File: config.mk
export PLATFORM = sky130hd
export DESIGN_NAME = timetag_arbiter_flat
export DESIGN_NICKNAME = d
export VERILOG_FILES = /design/src/rtl/frontend_pkg.sv /design/src/rtl/timetag_arbiter_if.sv /design/src/rtl/rr_arbiter.sv /design/src/rtl/timetag_arbiter.sv /design/src/flat_wrapper.sv
export SDC_FILE = /design/constraint.sdc
export NUM_CORES = 1
export LEC_CHECK = 0
export CAP_MARGIN = 25
export CORE_AREA = 2 2 126 140
export DETAILED_ROUTE_END_ITERATION = 10
export DIE_AREA = 0 0 128 142
export PLACE_DENSITY_LB_ADDON = 0.2
export SETUP_SLACK_MARGIN = 0.15
export SYNTH_ARGS = -nofsm -noshare
export SYNTH_HDL_FRONTEND = slang
export SYNTH_SLANG_ARGS = --single-unit
export TNS_END_PERCENT = 50
File: constraint.sdc
create_clock -name clk -period 5.81 [get_ports clk]
set_input_delay 1.162 -clock clk [delete_from_list [all_inputs] [get_ports clk]]
set_output_delay 1.162 -clock clk [all_outputs]
set_load 0.03 [all_outputs]
File: src/rtl/frontend_pkg.sv
// Shared frontend definitions: time-tag codes, period width and the
// output-mux FSM state encoding used by timetag_arbiter.
package frontend_pkg;

  localparam int unsigned PERIOD_W = 48;
  localparam int unsigned WORD_W   = 32;
  localparam int unsigned CODE_W   = 8;
  localparam int unsigned HALF_W   = PERIOD_W / 2;

  localparam logic [CODE_W-1:0] TAG_HI_CODE = 8'hF0;
  localparam logic [CODE_W-1:0] TAG_LO_CODE = 8'hF1;

  typedef enum logic [1:0] {
    DATA   = 2'd0,
    TAG_HI = 2'd1,
    TAG_LO = 2'd2
  } state_e;

endpackage

File: src/rtl/timetag_arbiter_if.sv
// Bus bundle between the frontend (master: timer + channels + link sink)
// and timetag_arbiter (slave).
//   period_done/period : timer rollover pulse and its 48-bit count
//   in_valid/in_data   : per-requester words, requester i at [32i+31:32i]
//   in_ready           : one-hot accept strobe back to the requesters
//   out_valid/out_data : merged output stream, out_ready from downstream
//   tag_drop           : saturating dropped-tag counter
interface timetag_arbiter_if #(
  parameter int unsigned N_REQ  = 4,
  parameter int unsigned DATA_W = 32
);
  import frontend_pkg::*;

  logic                    period_done;
  logic [PERIOD_W-1:0]     period;
  logic [N_REQ-1:0]        in_valid;
  logic [N_REQ*DATA_W-1:0] in_data;
  logic [N_REQ-1:0]        in_ready;
  logic                    out_valid;
  logic [DATA_W-1:0]       out_data;
  logic                    out_ready;
  logic [15:0]             tag_drop;

  modport master (
    output period_done, period, in_valid, in_data, out_ready,
    input  in_ready, out_valid, out_data, tag_drop
  );

  modport slave (
    input  period_done, period, in_valid, in_data, out_ready,
    output in_ready, out_valid, out_data, tag_drop
  );

endinterface

File: src/rtl/rr_arbiter.sv
// Round-robin requester picker.
//   clk, rst  : clock, async active-high reset
//   req_i     : request vector
//   adv_i     : a grant is taken this cycle; move pointer past the winner
//   gnt_o     : one-hot grant (combinational)
//   gnt_idx_o : index of the granted requester (combinational)
//   any_o     : at least one request present (combinational)
module rr_arbiter #(
  parameter int unsigned N_REQ = 4,
  localparam int unsigned IDX_W = (N_REQ > 1) ? $clog2(N_REQ) : 1
) (
  input  logic             clk,
  input  logic             rst,
  input  logic [N_REQ-1:0] req_i,
  input  logic             adv_i,
  output logic [N_REQ-1:0] gnt_o,
  output logic [IDX_W-1:0] gnt_idx_o,
  output logic             any_o
);

  logic [IDX_W-1:0] ptr_q;
  logic [IDX_W-1:0] ptr_d;

  // First request at or after the pointer, wrapping.
  always_comb begin
    int unsigned j;
    j         = 0;
    gnt_o     = '0;
    gnt_idx_o = '0;
    any_o     = 1'b0;
    for (int unsigned k = 0; k < N_REQ; k++) begin
      j = (32'(ptr_q) + k) % N_REQ;
      if (!any_o && req_i[IDX_W'(j)]) begin
        any_o               = 1'b1;
        gnt_o[IDX_W'(j)]    = 1'b1;
        gnt_idx_o           = IDX_W'(j);
      end
    end
  end

  always_comb begin
    ptr_d = ptr_q;
    if (adv_i && any_o) begin
      ptr_d = IDX_W'((32'(gnt_idx_o) + 32'd1) % N_REQ);
    end
  end

  always_ff @(posedge clk or posedge rst) begin
    if (rst) ptr_q <= '0;
    else     ptr_q <= ptr_d;
  end

endmodule

File: src/rtl/timetag_arbiter.sv
// Merges N_REQ data-word streams with two-word time tags into one output
// stream. Tags take priority over data and are never split; data is shared
// round-robin.
//   clk, rst : clock, async active-high reset
//   bus      : timetag_arbiter_if slave (period capture, requester inputs,
//              in_ready strobes, registered output word, tag_drop counter)
module timetag_arbiter #(
  parameter int unsigned N_REQ       = 4,
  parameter int unsigned DATA_W      = 32,
  parameter logic [7:0]  TAG_HI_CODE = frontend_pkg::TAG_HI_CODE,
  parameter logic [7:0]  TAG_LO_CODE = frontend_pkg::TAG_LO_CODE
) (
  input  logic clk,
  input  logic rst,
  timetag_arbiter_if.slave bus
);
  import frontend_pkg::*;

  localparam int unsigned IDX_W = (N_REQ > 1) ? $clog2(N_REQ) : 1;

  state_e              state_q;
  logic                tag_pend_q;
  logic [PERIOD_W-1:0] tag_reg_q;
  logic [HALF_W-1:0]   tag_lo_q;
  logic [15:0]         tag_drop_q;
  logic                out_valid_q;
  logic [DATA_W-1:0]   out_data_q;

  logic                free;
  logic                act_data;
  logic                take_tag;
  logic                grant_en;
  logic [N_REQ-1:0]    gnt;
  logic [IDX_W-1:0]    gnt_idx;
  logic                any_req;
  logic [DATA_W-1:0]   gnt_word;

  // DATA and TAG_LO behave identically once the output slot is free.
  assign free     = !out_valid_q || bus.out_ready;
  assign act_data = free && (state_q != TAG_HI);
  assign take_tag = act_data && tag_pend_q;
  assign grant_en = act_data && !tag_pend_q && any_req;
  assign gnt_word = bus.in_data[gnt_idx*DATA_W +: DATA_W];

  rr_arbiter #(.N_REQ(N_REQ)) u_rr (
    .clk       (clk),
    .rst       (rst),
    .req_i     (bus.in_valid),
    .adv_i     (grant_en),
    .gnt_o     (gnt),
    .gnt_idx_o (gnt_idx),
    .any_o     (any_req)
  );

  // Accept strobe is forced low while reset is held.
  assign bus.in_ready  = (grant_en && !rst) ? gnt : '0;
  assign bus.out_valid = out_valid_q;
  assign bus.out_data  = out_data_q;
  assign bus.tag_drop  = tag_drop_q;

  // Tag capture, output FSM and output register.
  always_ff @(posedge clk or posedge rst) begin
    if (rst) begin
      state_q     <= DATA;
      tag_pend_q  <= 1'b0;
      tag_reg_q   <= '0;
      tag_lo_q    <= '0;
      tag_drop_q  <= '0;
      out_valid_q <= 1'b0;
      out_data_q  <= '0;
    end else begin
      // A capture coinciding with the pending tag being launched is kept.
      if (bus.period_done) begin
        if (tag_pend_q && !take_tag) begin
          if (tag_drop_q != 16'hFFFF) tag_drop_q <= tag_drop_q + 16'd1;
        end else begin
          tag_reg_q  <= bus.period;
          tag_pend_q <= 1'b1;
        end
      end else if (take_tag) begin
        tag_pend_q <= 1'b0;
      end

      case (state_q)
        TAG_HI: begin
          if (free) begin
            out_data_q  <= {TAG_LO_CODE, tag_lo_q};
            out_valid_q <= 1'b1;
            state_q     <= TAG_LO;
          end
        end
        default: begin
          if (free) begin
            if (tag_pend_q) begin
              out_data_q  <= {TAG_HI_CODE, tag_reg_q[PERIOD_W-1:HALF_W]};
              // Snapshot low half so a same-cycle capture can't alter it.
              tag_lo_q    <= tag_reg_q[HALF_W-1:0];
              out_valid_q <= 1'b1;
              state_q     <= TAG_HI;
            end else if (any_req) begin
              out_data_q  <= gnt_word;
              out_valid_q <= 1'b1;
              state_q     <= DATA;
            end else begin
              out_valid_q <= 1'b0;
              state_q     <= DATA;
            end
          end
        end
      endcase
    end
  end

endmodule

File: src/flat_wrapper.sv
// flat-port wrapper written by rule: the top's interface ports become plain ports
module timetag_arbiter_flat import frontend_pkg::*;
#(
  parameter int unsigned N_REQ       = 4,
  parameter int unsigned DATA_W      = 32,
  parameter logic [7:0]  TAG_HI_CODE = frontend_pkg::TAG_HI_CODE,
  parameter logic [7:0]  TAG_LO_CODE = frontend_pkg::TAG_LO_CODE
)
  (clk, rst, bus_period_done, bus_period, bus_in_valid, bus_in_data, bus_out_ready, bus_in_ready, bus_out_valid, bus_out_data, bus_tag_drop);
  timetag_arbiter_if #(.N_REQ(N_REQ), .DATA_W(DATA_W)) bus_i ();
  input  logic clk;
  input  logic rst;
  input wire logic [$bits(bus_i.period_done)-1:0] bus_period_done;
  input wire logic [$bits(bus_i.period)-1:0] bus_period;
  input wire logic [$bits(bus_i.in_valid)-1:0] bus_in_valid;
  input wire logic [$bits(bus_i.in_data)-1:0] bus_in_data;
  input wire logic [$bits(bus_i.out_ready)-1:0] bus_out_ready;
  output wire logic [$bits(bus_i.in_ready)-1:0] bus_in_ready;
  output wire logic [$bits(bus_i.out_valid)-1:0] bus_out_valid;
  output wire logic [$bits(bus_i.out_data)-1:0] bus_out_data;
  output wire logic [$bits(bus_i.tag_drop)-1:0] bus_tag_drop;
  assign bus_i.period_done = bus_period_done;
  assign bus_i.period = bus_period;
  assign bus_i.in_valid = bus_in_valid;
  assign bus_i.in_data = bus_in_data;
  assign bus_i.out_ready = bus_out_ready;
  assign bus_in_ready = bus_i.in_ready;
  assign bus_out_valid = bus_i.out_valid;
  assign bus_out_data = bus_i.out_data;
  assign bus_tag_drop = bus_i.tag_drop;
  timetag_arbiter #(.N_REQ(N_REQ), .DATA_W(DATA_W), .TAG_HI_CODE(TAG_HI_CODE), .TAG_LO_CODE(TAG_LO_CODE)) u_core (.clk(clk), .rst(rst), .bus(bus_i));
endmodule
==> run metrics, run 1 <==
initial antenna violation count 1; Max clock buf depth 2; CP Launch Point bus_in_valid[1]; RePlAce Congestion 0.919; Post-CTS Hold Fix Bufs 0; WP buf/inv 2; Die ar. 0.0182 mm2; commonest register cell after synthesis dfrtp_1; # IOs 237; Switching Power 2.16 mW; Num CTS Buffers 17; Clock Sinks 126; status completed; input/output buffers 236; hold depth 2; NumNets Final 1,173; WS Path Type input port to output port; Worst Setup Start Kind input port; Hold Vio Cnt, Final 0; Die H 142 um; met3 Use GR 4.36%; GRT overflow 0; final antenna-violating net count 0; Core Region 0.0168 mm2; post-synthesis net count 969; ranking of synthesized cells by area dfrtp_1, mux2_2, nand2_1, mux2i_1, a21oi_1; largest net degree at the start of global routing 57; top-area cell type share of the netlist area 39.7%; WL/cell 20.6 um; Crit path largest cell delay 0.67 ns; total track usage 27.6%; Post-Syn Area 0.00794 mm2; Final Non-Filler Cells 1,202; Placed Cells 1,169; WP data arrival 4.11 ns; worst hold start u_core.bus.out_data[27]$_DFFE_PP0P_; count of cell types in the netlist 69; Post-DP HPWL 17,600 um; DRT iter0 DRCs 483; Tmin final 5.27 ns; setup fix buffers added after clock tree synthesis 0; Max FO, Critical Path 11; Crit path depth 8; Final Skew 0.00848 ns; layout cell share with drive strength beyond 1 18.8%; final WL 24,700 um; first-pass GRT wire length 38,900 um; Comb pwr share 51.7%; Reg power frac 27.9%; synth-to-layout area growth 37.9%; RSZ-0062 raised after global routing no; met1 usage 38.2%; pwr dens 459 mW/mm2; switch share 43.1%; Tot Pwr 5.03 mW; period utilization 90.8%; Vias/cell 5.91; FF-to-FF path depth 11; post-synthesis sequential area ratio 39.7%; total number of vias 7,099; CTS tree yes; Yosys top cell by area dfrtp_1; synthesis-stage register bit count 126; Pre-antenna DRT Iters 6; clock power share 20.3%; DIE WIDTH 128 um; Skew-Pair Late Insertion Delay 0.42 ns; Max-Cap Viols 0; post-route setup TNS 0 ns; num rows 50; Top Family by Delay on Critical Path buffers and inverters; static leakage 4.34 nW; CTS resizes 0; sequence of cells on the critical path clkdlybuf4s50_1 > mux4_2 > nor2b_1 > a22oi_1 > nor2_1 > a221oi_1 > nor2_1 > clkdlybuf4s50_1; Worst Setup End Kind output port; vias in the first global route 7,043; Post-synth EDFFs 0; Mapped Cells 777; Clock Root Buffer clkbuf_16; Worst-Margin Slew 0.992 ns; Slowest-stage cell, CP clkdlybuf4s50_1; routing usage on met2 44.1%; clock-pin slew on the worst setup and hold paths 0.05 ns; Fillers 1,370; R2R Path Start u_core.u_rr.ptr_q[0]$_DFFE_PP0P_; Initial Util 47.3%; Pint 2.86 mW; slew margin rel. 33.6%; asr flop ratio synth 100%; Synth Area per Inst 10.2 um2; final setup vio count 0; FMAX 0.190 GHz; max-slew violation count 0; H-Tree Depth 4; Ys Warns 0; Hold Crit Class register to register; maximum vdd drop 0.289 mV; busiest grt layer met2; drt drc 0; CP Data Required Time 4.65 ns
## state kept, by name, indices dropped and copies added (netlist names)
signal                count
u_core.tag_reg_q         48
u_core.bus.out_data      32
u_core.tag_lo_q          24
u_core.bus.tag_drop      16
u_core.state_q            2
u_core.u_rr.ptr_q         2
u_core.bus.out_valid      1
u_core.tag_pend_q         1
## routing by layer
layer / vias up / wire [um]
met2: 255 / 12000
met1: 3467 / 10800
met3: 51 / 1240
met4: 0 / 743
met5: - / 0
li1: 3326 / -
## synthesized netlist by cell type (all sizes together) (2+ instances only)
master / number
nor3b: 12
inv: 15
and3: 15
clkbuf: 39
ha: 8
o31a: 3
nor4: 3
o21ai: 40
mux2: 74
a2111oi: 13
nand2b: 4
nor2b: 3
a31oi: 29
a221oi: 11
dfrtp: 126
a211oi: 32
o31ai: 6
a21oi: 38
o311a: 3
or3: 3
nor2: 22
nand2: 91
buf: 30
o211ai: 3
a22oi: 5
o2111ai: 11
xnor2: 11
mux4: 2
mux2i: 24
and2: 17
o21bai: 2
nand3: 7
nor3: 30
nand4: 28
## path summary, 6_finish.rpt
path,endpoint,slack [ns]
worst min register to register,u_core.bus.out_data[27]$_DFFE_PP0P_,0.47
worst max-delay path,bus_in_ready[1],0.54
max in group asynchronous,u_core.tag_lo_q[17]$_DFFE_PP0P_,3.55
worst max register to register,u_core.bus.out_data[30]$_DFFE_PP0P_,1.70
worst min-delay path,u_core.bus.out_data[27]$_DFFE_PP0P_,0.47
min in group asynchronous,u_core.bus.tag_drop[6]$_DFFE_PP0P_,1.30
## cell usage in the layout, fill, tap and decap left out, drive strengths merged, types with 22 or more instances in the layout
cell,n
nor3,30
nand2,91
o21ai,40
nand4,28
mux2,74
a211oi,32
a21oi,38
dfrtp,126
a31oi,29
clkdlybuf4s50,236
nor2,22
mux2i,24
## kinds of logic after synthesis
group | share of synthesized area (%)
AND/OR/NAND/NOR | 17.5
AO/OA/AOI/OAI | 20.6
flip-flops | 39.7
multiplexers | 14.1
buffers and inverters | 5.49
XOR/XNOR | 1.32
adder cells (fa/ha/maj) | 1.26
## final cells by class
cell class	count	area, um2	area share (%)
Multi-Input combinational cell	566	4390	40.1
Clock inverter	14	135	1.23
Timing Repair Buffer	254	2520	23.0
Tap cell	208	260	2.38
Sequential cell	126	3150	28.8
Antenna cell	1	2.50	0.0229
Clock buffer	17	425	3.89
Inverter	16	62.6	0.572
## power by group through the flow
| stage | logic [mW] | clock network, mW | registers, mW |
|---|---|---|---|
| 2_1_floorplan | 1.63 | 0 | 1.59 |
| 3_3_place_gp | 2.53 | 0 | 1.40 |
| 3_5_place_dp | 2.57 | 0 | 1.41 |
| 4_1_cts | 2.58 | 1.03 | 1.40 |
| 5_1_grt | 2.79 | 1.08 | 1.45 |
| 6_report | 2.60 | 1.02 | 1.41 |
## stage by stage
step	cell area [um2]	worst slack, ns	hold slack (ns)	utilization (%)
floorplan	7940	1.29	0.462	-
global placement	10300	0.702	0.465	61.7
detailed placement	10400	0.569	0.470	61.9
CTS	10900	0.545	0.482	65.2
global route	10900	0.247	0.515	65.3
finish	10900	0.535	0.474	65.3
## worst register-to-register path, stage by stage (launching register included)
cell and delay (ns):
dfrtp_1 0.33, buf_4 0.26, clkinv_1 0.32, ha_1 0.52, nand2b_1 0.17, a21oi_1 0.13, o31a_1 0.36, o31ai_4 0.80
buf_4 0.42, buf_4 0.29, mux2i_1 0.29, a221oi_2 0.08
Note: power is estimated with default switching activity, not from simulation.
==> run 2: changes to the inputs <==
Settings changed: CORE_AREA 2 2 126 140 to 2 2 132 134, DIE_AREA 0 0 128 142 to 0 0 134 136.
==> run 2 against run 1 <==
Count of clock-buffer cells in the layout is 2 higher. Fmax increased by 0.87%. Worst hold slack improved by 0.0086 ns. Critical path depth stayed put. Cell count rose by 1.3%. Flip-flop and latch count is the same. Register-to-register slack improved by 0.12 ns. Critical path type unchanged. Power down 1.3%. Combinational power decreased by 2%. Clock skew is 0.0031 ns lower. Sequential power barely moved. Via count shrank 0.27%.
==> run metrics, run 2 (same netlist as run 1, synthesis figures left out) <==
Post-DP HPWL 17,400 um (-1.3%); Vias/cell 5.81 (-1.6%); FMAX 0.191 GHz (+0.87%); Reg power frac 28.4% (+0.5 points); switch share 43.1% (+0.091 points); Hold Path Sink u_core.bus.out_data[26]$_DFFE_PP0P_; Skew-Pair Late Insertion Delay 0.42 ns (about the same); CP Launch Point bus_in_valid[1]; input/output buffers 236 (unchanged); NumNets Final 1,171 (-0.17%); reg2reg end u_core.bus.out_data[23]$_DFFE_PP0P_; Tmin final 5.23 ns (-0.0456 ns); slew margin rel. 33.0% (-0.61 points); final setup vio count 0 (unchanged); clock-pin slew on the worst setup and hold paths 0.06 ns (about the same); initial antenna violation count 1 (unchanged); total track usage 27.0% (-0.60 points); max reg flops 48 (unchanged); Final Skew 0.00542 ns (-0.00306 ns); total number of vias 7,080 (-0.27%); pwr dens 455 mW/mm2 (-1.1%); Pint 2.82 mW (-1.4%); CTS tree yes; max-slew violation count 0 (unchanged); commonest cells after routing, fill and taps aside clkdlybuf4s50_1, dfrtp_1, nand2_1; status completed; maximum vdd drop 0.263 mV (-9.0%); flop2flop setup slack 1.82 ns (+0.12 ns); Top reg by flops u_core.tag_reg_q; Num CTS Buffers 17 (unchanged); Initial Util 47.0% (-0.31 points); Comb pwr share 51.5% (-0.2 points); WP data arrival 4.07 ns (-0.04 ns); post-route setup TNS 0 ns (unchanged); WL/cell 20.1 um (-2.6%); Die ar. 0.0182 mm2 (+0.26%); Worst Setup Start Kind input port; Clock Root Buffer clkbuf_16; final antenna-violating net count 0 (unchanged); RePlAce Congestion 0.853 (-7.2%); DIE WIDTH 134 um (+4.7%); FF-to-FF path depth 9 (-2); layout cell share with drive strength beyond 1 18.6% (-0.18 points); Hold Crit Class register to register; period utilization 90.0% (-0.78 points); CP Data Required Time 4.65 ns (about the same); Post-CTS Hold Fix Bufs 0 (unchanged); Tot Pwr 4.96 mW (-1.3%); Pre-antenna DRT Iters 5 (-1); Worst Setup End Kind output port; Worst-Margin Slew 0.977 ns (-0.0151 ns); synth-to-layout area growth 37.6%; Max clock buf depth 2 (unchanged); Max FO, Critical Path 11 (unchanged); static leakage 4.33 nW (-0.35%); worst hold start u_core.bus.out_data[26]$_DFFE_PP0P_; H-Tree Depth 4 (unchanged); vias in the first global route 6,917 (-1.8%); # IOs 237 (unchanged); drt drc 0 (unchanged); Clock Sinks 126 (unchanged); num rows 48 (-4.0%); Die H 136 um (-4.2%); CTS resizes 0 (unchanged); largest net degree at the start of global routing 47 (-18%); Max-Cap Viols 0 (unchanged); clock power share 20.1% (-0.2 points); final WL 24,400 um (-1.3%); R2R Path Start u_core.u_rr.ptr_q[0]$_DFFE_PP0P_; WS Path Type input port to output port; DRT iter0 DRCs 489 (+1.2%); setup fix buffers added after clock tree synthesis 0 (unchanged); RSZ-0062 raised after global routing no; Switching Power 2.14 mW (-1.1%); Core Region 0.0169 mm2 (+0.66%); most common cell after layout, fill and taps aside clkdlybuf4s50_1; first-pass GRT wire length 38,100 um (-2.2%); GRT overflow 0 (unchanged); Hold Vio Cnt, Final 0 (unchanged); hold depth 2 (unchanged)
==> run 2: stage by stage <==
step	util, %	std cells	hold slack (ns)	setup WS [ns]	cell area (um2)
floorplan	-	777	0.462	1.29	7940
global placement	61.4	1185	0.463	0.695	10400
detailed placement	61.4	1185	0.474	0.610	10400
CTS	64.7	1217	0.487	0.615	10900
global route	64.7	1217	0.505	0.321	10900
finish	64.7	1218	0.482	0.581	10900
==> run 2: routing by layer <==
layer  track usage [%]  routed length [um]
met5                 0                   0
met4              10.5                 694
met3              4.92                1500
met2              42.0               11300
met1              37.7               10900
==> run 2: cell type report <==
class	count	area (um2)
Tap cell	225	282
Clock inverter	13	108
Antenna cell	1	2.50
Multi-Input combinational cell	566	4390
Sequential cell	126	3150
Fill cell	1381	5960
Timing Repair Buffer	252	2480
Inverter	16	62.6
Clock buffer	19	443
==> run 2: worst max-delay path by stage <==
stage | end | depth (start not counted)
floorplan | u_core.bus.out_data[0]$_DFFE_PP0P_ | 1
global placement | bus_in_ready[1] | 8
detailed placement | bus_in_ready[2] | 8
CTS | bus_in_ready[2] | 10
global route | bus_in_ready[0] | 10
finish | bus_in_ready[2] | 8
==> run 2: power groups by stage <==
stage               sequential [mW]  clock (mW)  combinational [mW]
floorplan                      1.59           0                1.63
global placement               1.40           0                2.51
detailed placement             1.42           0                2.55
CTS                            1.41        1.01                2.56
global route                   1.45        1.05                2.74
finish                         1.41       0.996                2.56
==> run 2: worst max-delay path, stage by stage <==
cell and delay, ns:
clkdlybuf4s50_1 0.59, mux4_2 0.60, nor2b_1 0.55, a22oi_1 0.15, nor2_1 0.13, a221oi_1 0.07
nor2_1 0.14, clkdlybuf4s50_1 0.68
==> run 3: changes to the inputs <==
Settings changed: SLEW_MARGIN set to 20.
==> results of run 3 <==
The final DEF is identical to that of run 2; final timing and power are the same.
